### config.mk
export PLATFORM = sky130hd
export DESIGN_NAME = imem_arbiter
export DESIGN_NICKNAME = d
export VERILOG_FILES = /design/src/rtl/imem_arbiter.sv
export SDC_FILE = /design/constraint.sdc
export NUM_CORES = 1
export LEC_CHECK = 0
export ABC_AREA = 1
export ABC_CLOCK_PERIOD_IN_PS = 2600
export BUFFER_PORTS_ARGS = -buffer_cell sky130_fd_sc_hd__buf_4
export CAP_MARGIN = 20
export CORE_AREA = 2 2 155 157
export DETAILED_ROUTE_END_ITERATION = 6
export DIE_AREA = 0 0 157 159
export HOLD_SLACK_MARGIN = 0.03
export SLEW_MARGIN = 20
export SYNTH_ARGS = -nofsm -noshare
export SYNTH_HDL_FRONTEND = slang
export SYNTH_SLANG_ARGS = --single-unit
### constraint.sdc
create_clock -name clk -period 2.6 [get_ports clk]
set_clock_uncertainty 0.15 [all_clocks]
set_input_delay 0.13 -clock clk [delete_from_list [all_inputs] [get_ports clk]]
set_output_delay 0.13 -clock clk [all_outputs]
set_load 0.02 [all_outputs]
### src/rtl/imem_arbiter.sv
`default_nettype none
// ============================================================================
// Module   : imem_arbiter
// Purpose  : Shares the single instruction-memory port between the IFU fetch
//            path (port 0) and a secondary read-only requester (port 1).
//            Round-robin grant with a zero-cycle combinational accept; an
//            outstanding-request source FIFO routes in-order responses back
//            to the issuing port. Port-0 requests in flight at a redirect
//            (r0_flush) are marked killed and their responses are dropped.
// Ports    : clk, rstn (synchronous, active-low)
//            r0_* : IFU request (addr/tag/valid/ready/flush) and response
//                   (rdata/rdata_valid/tag_out)
//            r1_* : secondary requester, same as port 0 without flush
//            mem_*: memory request (addr/addr_valid/tag_out) and in-order
//                   response (rdata/rdata_valid/tag_in)
//            err_orphan_rsp : sticky, response seen with nothing outstanding
// Revision : 1.0 - initial release
// ============================================================================
module imem_arbiter #(
    parameter int ADDR_WIDTH      = 32,
    parameter int DATA_WIDTH      = 32,
    parameter int TAG_WIDTH       = 32,
    parameter int MAX_OUTSTANDING = 4
) (
    input  logic                  clk,
    input  logic                  rstn,
    input  logic [ADDR_WIDTH-1:0] r0_addr,
    input  logic [TAG_WIDTH-1:0]  r0_tag,
    input  logic                  r0_valid,
    output logic                  r0_ready,
    input  logic                  r0_flush,
    output logic [DATA_WIDTH-1:0] r0_rdata,
    output logic                  r0_rdata_valid,
    output logic [TAG_WIDTH-1:0]  r0_tag_out,
    input  logic [ADDR_WIDTH-1:0] r1_addr,
    input  logic [TAG_WIDTH-1:0]  r1_tag,
    input  logic                  r1_valid,
    output logic                  r1_ready,
    output logic [DATA_WIDTH-1:0] r1_rdata,
    output logic                  r1_rdata_valid,
    output logic [TAG_WIDTH-1:0]  r1_tag_out,
    output logic [ADDR_WIDTH-1:0] mem_addr,
    output logic                  mem_addr_valid,
    output logic [TAG_WIDTH-1:0]  mem_tag_out,
    input  logic [DATA_WIDTH-1:0] mem_rdata,
    input  logic                  mem_rdata_valid,
    input  logic [TAG_WIDTH-1:0]  mem_tag_in,
    output logic                  err_orphan_rsp
);

    localparam int c_ptr_w = $clog2(MAX_OUTSTANDING);
    localparam int c_cnt_w = c_ptr_w + 1;
    localparam logic [c_cnt_w-1:0] c_max_cnt = c_cnt_w'(MAX_OUTSTANDING);

    // Source FIFO: one {src, kill} pair per outstanding request.
    logic [MAX_OUTSTANDING-1:0] r_src;
    logic [MAX_OUTSTANDING-1:0] r_kill;
    logic [c_ptr_w-1:0]         r_wptr;
    logic [c_ptr_w-1:0]         r_rptr;
    logic [c_cnt_w-1:0]         r_count;
    logic                       r_last_gnt;
    logic                       r_err;

    logic                       w_issue_ok;
    logic                       w_req0;
    logic                       w_gnt0;
    logic                       w_gnt1;
    logic                       w_push;
    logic                       w_pop;
    logic                       w_head_src;
    logic                       w_head_kill;
    logic [MAX_OUTSTANDING-1:0] w_live;
    logic [MAX_OUTSTANDING-1:0] w_kill_nxt;

    // A full FIFO may still issue when the head is retired in the same cycle.
    assign w_issue_ok = (r_count < c_max_cnt) | ((r_count == c_max_cnt) & mem_rdata_valid);

    // A redirect masks the IFU request for that cycle.
    assign w_req0 = r0_valid & ~r0_flush;

    // Tie goes to the port that did not win last time.
    assign w_gnt0 = w_issue_ok & w_req0   & (~r1_valid | r_last_gnt);
    assign w_gnt1 = w_issue_ok & r1_valid & (~w_req0   | ~r_last_gnt);
    assign w_push = w_gnt0 | w_gnt1;

    assign r0_ready       = w_gnt0;
    assign r1_ready       = w_gnt1;
    assign mem_addr_valid = w_push;
    assign mem_addr       = w_gnt1 ? r1_addr : r0_addr;
    assign mem_tag_out    = w_gnt1 ? r1_tag  : r0_tag;

    // A response with nothing outstanding is an orphan and is not popped.
    assign w_pop       = mem_rdata_valid & (r_count != '0);
    assign w_head_src  = r_src[r_rptr];
    assign w_head_kill = r_kill[r_rptr];

    assign r0_rdata_valid = w_pop & ~w_head_src & ~w_head_kill & ~r0_flush;
    assign r1_rdata_valid = w_pop &  w_head_src & ~w_head_kill;
    assign r0_rdata       = mem_rdata;
    assign r1_rdata       = mem_rdata;
    assign r0_tag_out     = mem_tag_in;
    assign r1_tag_out     = mem_tag_in;
    assign err_orphan_rsp = r_err;

    // An entry is live when its distance from the read pointer (mod depth)
    // is below the occupancy count.
    genvar gi;
    generate
        for (gi = 0; gi < MAX_OUTSTANDING; gi++) begin : g_live
            logic [c_ptr_w-1:0] w_dist;
            assign w_dist     = c_ptr_w'(gi) - r_rptr;
            assign w_live[gi] = {1'b0, w_dist} < r_count;
        end
    endgenerate

    // Flush kills every live port-0 entry, the head being popped included.
    // A push never carries a killed entry; in a flush cycle it can only be
    // a port-1 push, so the fresh slot overriding a kill is harmless.
    always_comb begin
        w_kill_nxt = r_kill;
        if (r0_flush) begin
            w_kill_nxt = r_kill | (w_live & ~r_src);
        end
        if (w_push) begin
            w_kill_nxt[r_wptr] = 1'b0;
        end
    end

    always_ff @(posedge clk) begin
        if (!rstn) begin
            r_src      <= '0;
            r_kill     <= '0;
            r_wptr     <= '0;
            r_rptr     <= '0;
            r_count    <= '0;
            r_last_gnt <= 1'b1;
            r_err      <= 1'b0;
        end else begin
            r_kill <= w_kill_nxt;
            if (w_push) begin
                r_src[r_wptr] <= w_gnt1;
                r_wptr        <= r_wptr + c_ptr_w'(1);
                r_last_gnt    <= w_gnt1;
            end
            if (w_pop) begin
                r_rptr <= r_rptr + c_ptr_w'(1);
            end
            if (mem_rdata_valid && (r_count == '0)) begin
                r_err <= 1'b1;
            end
            r_count <= r_count + c_cnt_w'(w_push) - c_cnt_w'(w_pop);
        end
    end

endmodule
`default_nettype wire

# Yosys cells after proc, flatten, opt, wreduce, memory -nomap -nowiden
# Index checks and enable logic that the tools add are counted.
# totals
in_bits,198
ff_bits,17
# op_classes
bitwise,27
eq_ne,1
n_addsub,8
mux,11
n_reduce_logical,4
n_lt_le_gt_ge,8
# op_table
cell,count
$mux W32,2
$and A1 B1 Y1,12
$lt A2 B3 Y1,4
$and A4 B4 Y4,2
$mux W4,2
$not A4 Y4,2
$lt A2 B3 Y1 const B,2
$not A1 Y1,6
$add A2 B1 Y2 const B,2
$bmux W1 S2,2
$bwmux W4,1
$or A1 B1 Y1,4
$or A4 B4 Y4,1
$sub A1 B2 Y2 const A,2
$sub A2 B2 Y2 const A,2
$add A3 B1 Y3,1
$eq A3 B3 Y1 const B,1
$logic_not A3 Y1,1
$lt A3 B3 Y1 const B,1
$mux W1,3
$reduce_bool A3 Y1,1
$sub A3 B1 Y3,1
$demux W1 S2,1
$ge A2 B1 Y1 const B,1
$logic_and A1 B1 Y1,2

# Depth between registers and ports, before layout
# depth
ltp_word,8
mapped_depth,11
mapped_depth_nobuf,10

# Worst setup path before layout
# No wires, ideal clock.
# synth_timing
kind,register to register
from,register r_count[2]
to,register r_count[2]
required_time_ns,2.380
setup_slack_ns,0.456
path_stages_with_launch,9
period_less_slack_ns,2.144
path_buffers,0
arrival_ns,1.925
setup_ns,0.070
cell_sequence,dfxtp_1 > inv_2 > a21oi_1 > ha_1 > inv_1 > ha_1 > fa_1 > or2_2 > a21oi_1
# synth_lines
item,line_no,source
"start, declared",60,logic [c_cnt_w-1:0] r_count;
"start signal, assigned",151,r_count <= r_count + c_cnt_w'(w_push) - c_cnt_w'(w_pop);
$reduce_bool A3 Y1,93,assign w_pop = mem_rdata_valid & (r_count != '0);
$and A1 B1 Y1,93,
named net w_pop,69,logic w_pop;
$sub A3 B1 Y3,151,
# The timed path passes the listed nets, and every way through them passes these cells.
# A chain may end at the register's enable or synchronous reset.

# Worst setup path after layout
# layout_timing
from,register r_count[2]
to,output port mem_tag_out[21]
# layout_between
elab_chain_cells,6
# layout_rtl
item,line_no,source
branches (longest 2 deep; another with $lt A3 B3 Y1),-,
$or A1 B1 Y1 *,76,assign w_issue_ok = (r_count < c_max_cnt) | ((r_count == c_max_cnt) & mem_rdata_valid);
$and A1 B1 Y1 * (2 in a row),83,assign w_gnt1 = w_issue_ok & r1_valid & (~w_req0 | ~r_last_gnt);
$mux W32 *,90,assign mem_tag_out = w_gnt1 ? r1_tag : r0_tag;
"end, declared",44,"output logic [TAG_WIDTH-1:0] mem_tag_out,"
# Every way passes the cells marked *.

==> metrics.txt <==
status=completed; Critical Path, Cell by Cell=inv_2 -> a21oi_2 -> inv_2 -> nand3_2 -> buf_6 -> nand2_1 -> nand2_1 -> buf_4; number of fill cells=2692; Synth Warn #=0; H-tree depth=1; critical path's top delay family=buffers and inverters; Nets=between 700 and 800; setup TNS=0 ns; Die ar.=~0.025 mm2; DIE HEIGHT=roughly 160 um; Fmax=around 440 MHz; max_slew headroom=53.74%; Leak=between 2 and 2.5 nW; clk buf depth=2; final setup violating endpoints=0; WL/cell=approximately 13 um; antenna violations before repair=0; Clk pin slew, worst setup/hold paths=0.06 ns; Post-CTS Hold Fix Bufs=0; crit path time final=~2.3 ns; DRT iter0 DRCs=138; clk sinks=17; Synth cell types=24; Area growth, synth to finish=32.50%; Worst Path Max Fanout=66; largest net degree at the start of global routing=67; WS Path Type=flop to primary output; CTS tree=done; Buffers on Ports=203; vias in the first global route=roughly 2700; DRC=0; Yosys reg bits=17; Root Driver=clkbuf_16; worst-skew pair later-pin latency=approximately 0.25 ns; First-pass DRT Iterations=4; commonest non-fill, non-tap cell in the layout=nand2_1; CP Launch Type=flop; most frequent cells in the layout=nand2_1 (230), buf_4 (205), inv_1 (26); Area contributors post-synth=buf_4 (34%), nand2_1 (30%), dfxtp_1 (12%); max-cap violations=0; layout cells sized above 1=around two fifths; Initial Util=12.27%; peak supply drop=0.3065 mV; Antenna Diode Count=0; RSZ-0062 raised after global routing=no; Yosys top cell area share=33.77%; first-pass GRT wire length=between 15 and 20 mm; syn_nets=around 700; DP HPWL=around 9.3 mm; Hold Path Class=primary input to flop; Crit path required time=2.32 ns; Worst Tran Pin Value=slightly below 0.7 ns; Crit. End Element=primary output; gate count of the mapped netlist=~490; Hold Fails Final Rpt=0; syn avg cell area=just under 6 um2; cell area after synthesis=~0.0028 mm2; crit path DAT=roughly 2.0 ns; RD Place Congestion=0.7690; power density over the cells=slightly below 600 mW/mm2; period utilization=roughly 88%; Routed Wire Length=11.22 mm; Num CTS Buffers=3; Final Max Slew Viols=0; Routed Antenna Nets=0; Yosys top cell by area=buf_4; Buf/Inv on CP=4; Vias=slightly below 3000; gr usage total=roughly 8.2%; Die W=~160 um; total grt overflow=0; # IOs=slightly below 400; flop2flop setup slack=about 0.4 ns; area of the core=0.02319 mm2; slowest stage cell, crit path=dfxtp_1; max incr delay on CP=a little over 0.4 ns; num rows=between 50 and 60; vias per inst=3.346; Pwr Total=about 2.2 mW; sequential share of the synthesized area=between 10% and 20%
-- Yosys cell counts --
cell type / instances
a21oi_1: 8
a21oi_2: 1
a31o_2: 1
and3_1: 1
buf_2: 3
buf_4: 128
buf_6: 11
clkbuf_1: 2
dfxtp_1: 17
fa_1: 1
ha_1: 10
inv_1: 26
inv_2: 3
nand2_1: 230
nand3_1: 8
nand3_2: 1
nor2_1: 18
nor2_2: 2
nor3_1: 2
o211ai_1: 1
o21ai_0: 8
o21bai_1: 1
or2_2: 2
xor2_1: 1
-- layout make-up --
type                       count  area (um2)  area share [%]
clock inverter                 1       5.005          0.1328
clock buffer                   3       75.07           1.991
timing repair buffer         206        1550           41.12
multi-input combinational    296        1289           34.19
tap                          319       399.1           10.59
inverter                      29       111.4           2.954
sequential                    17       340.3           9.028
-- power breakdown --
part,switching (mW),internal [mW]
sequential,0.0612,0.330
clock,0.109,0.206
combinational,0.839,0.628
total,1.01,1.16
-- cells by family (layout without fill, tap and decap cells) --
family                     Yosys count  in the layout  synth area share, %
xor gates and xnor gates             1              1               0.3079
buffers and inverters              173            239                42.74
AOI/OAI and AO/OA                   20             20                3.958
adders and majority gates           11             11                5.101
DFF                                 17             17                11.96
and+or+nand+nor                    264            264                35.93
-- final timing paths --
| kind | to | depth (start not counted) | from |
|---|---|---|---|
| hold reg to reg | err_orphan_rsp$_SDFFE_PN0P_ | 2 | err_orphan_rsp$_SDFFE_PN0P_ |
| hold / removal | r_last_gnt$_SDFFE_PN1N_ | 2 | rstn |
| setup / recovery | mem_tag_out[21] | 8 | r_count[2]$_SDFF_PN0_ |
| setup reg to reg | r_count[2]$_SDFF_PN0_ | 8 | r_count[2]$_SDFF_PN0_ |
-- registers in the layout, indices dropped and copies added (netlist names) --
name and flops:
r_last_gnt 1, r_src 4, r_kill 4, r_rptr 2, r_count 3, err_orphan_rsp 1, r_wptr 2
-- per-layer routing --
metal / track usage (%) / part of all wire, % / wire length (um)
met2: 12.58 / 42 / 4690
met3: 6.315 / 19 / 2100
met1: 8.770 / 38 / 4208
met4: 2.127 / 2.0 / 219
met5: 0 / 0 / 0
-- what timing repair did --
item,in CTS,in global routing
resized for setup,0,1
setup endpoints to repair,0,2
buffers inserted,0,0
-- stage by stage --
step	setup WS (ns)	util, %	std cells	hold slack (ns)	instance area, um2
after floorplan	0.4556	-	486	0.1043	2845
after CTS	0.1012	16.24	871	0.03774	3766
final	0.3208	16.25	871	0.03906	3770
after global placement	0.2520	15.88	867	0.1102	3684
after detailed placement	0.3805	15.89	867	0.1102	3686
after global routing	0.1221	16.25	871	0.04855	3770
No activity file was read; power rests on OpenSTA's default activity.
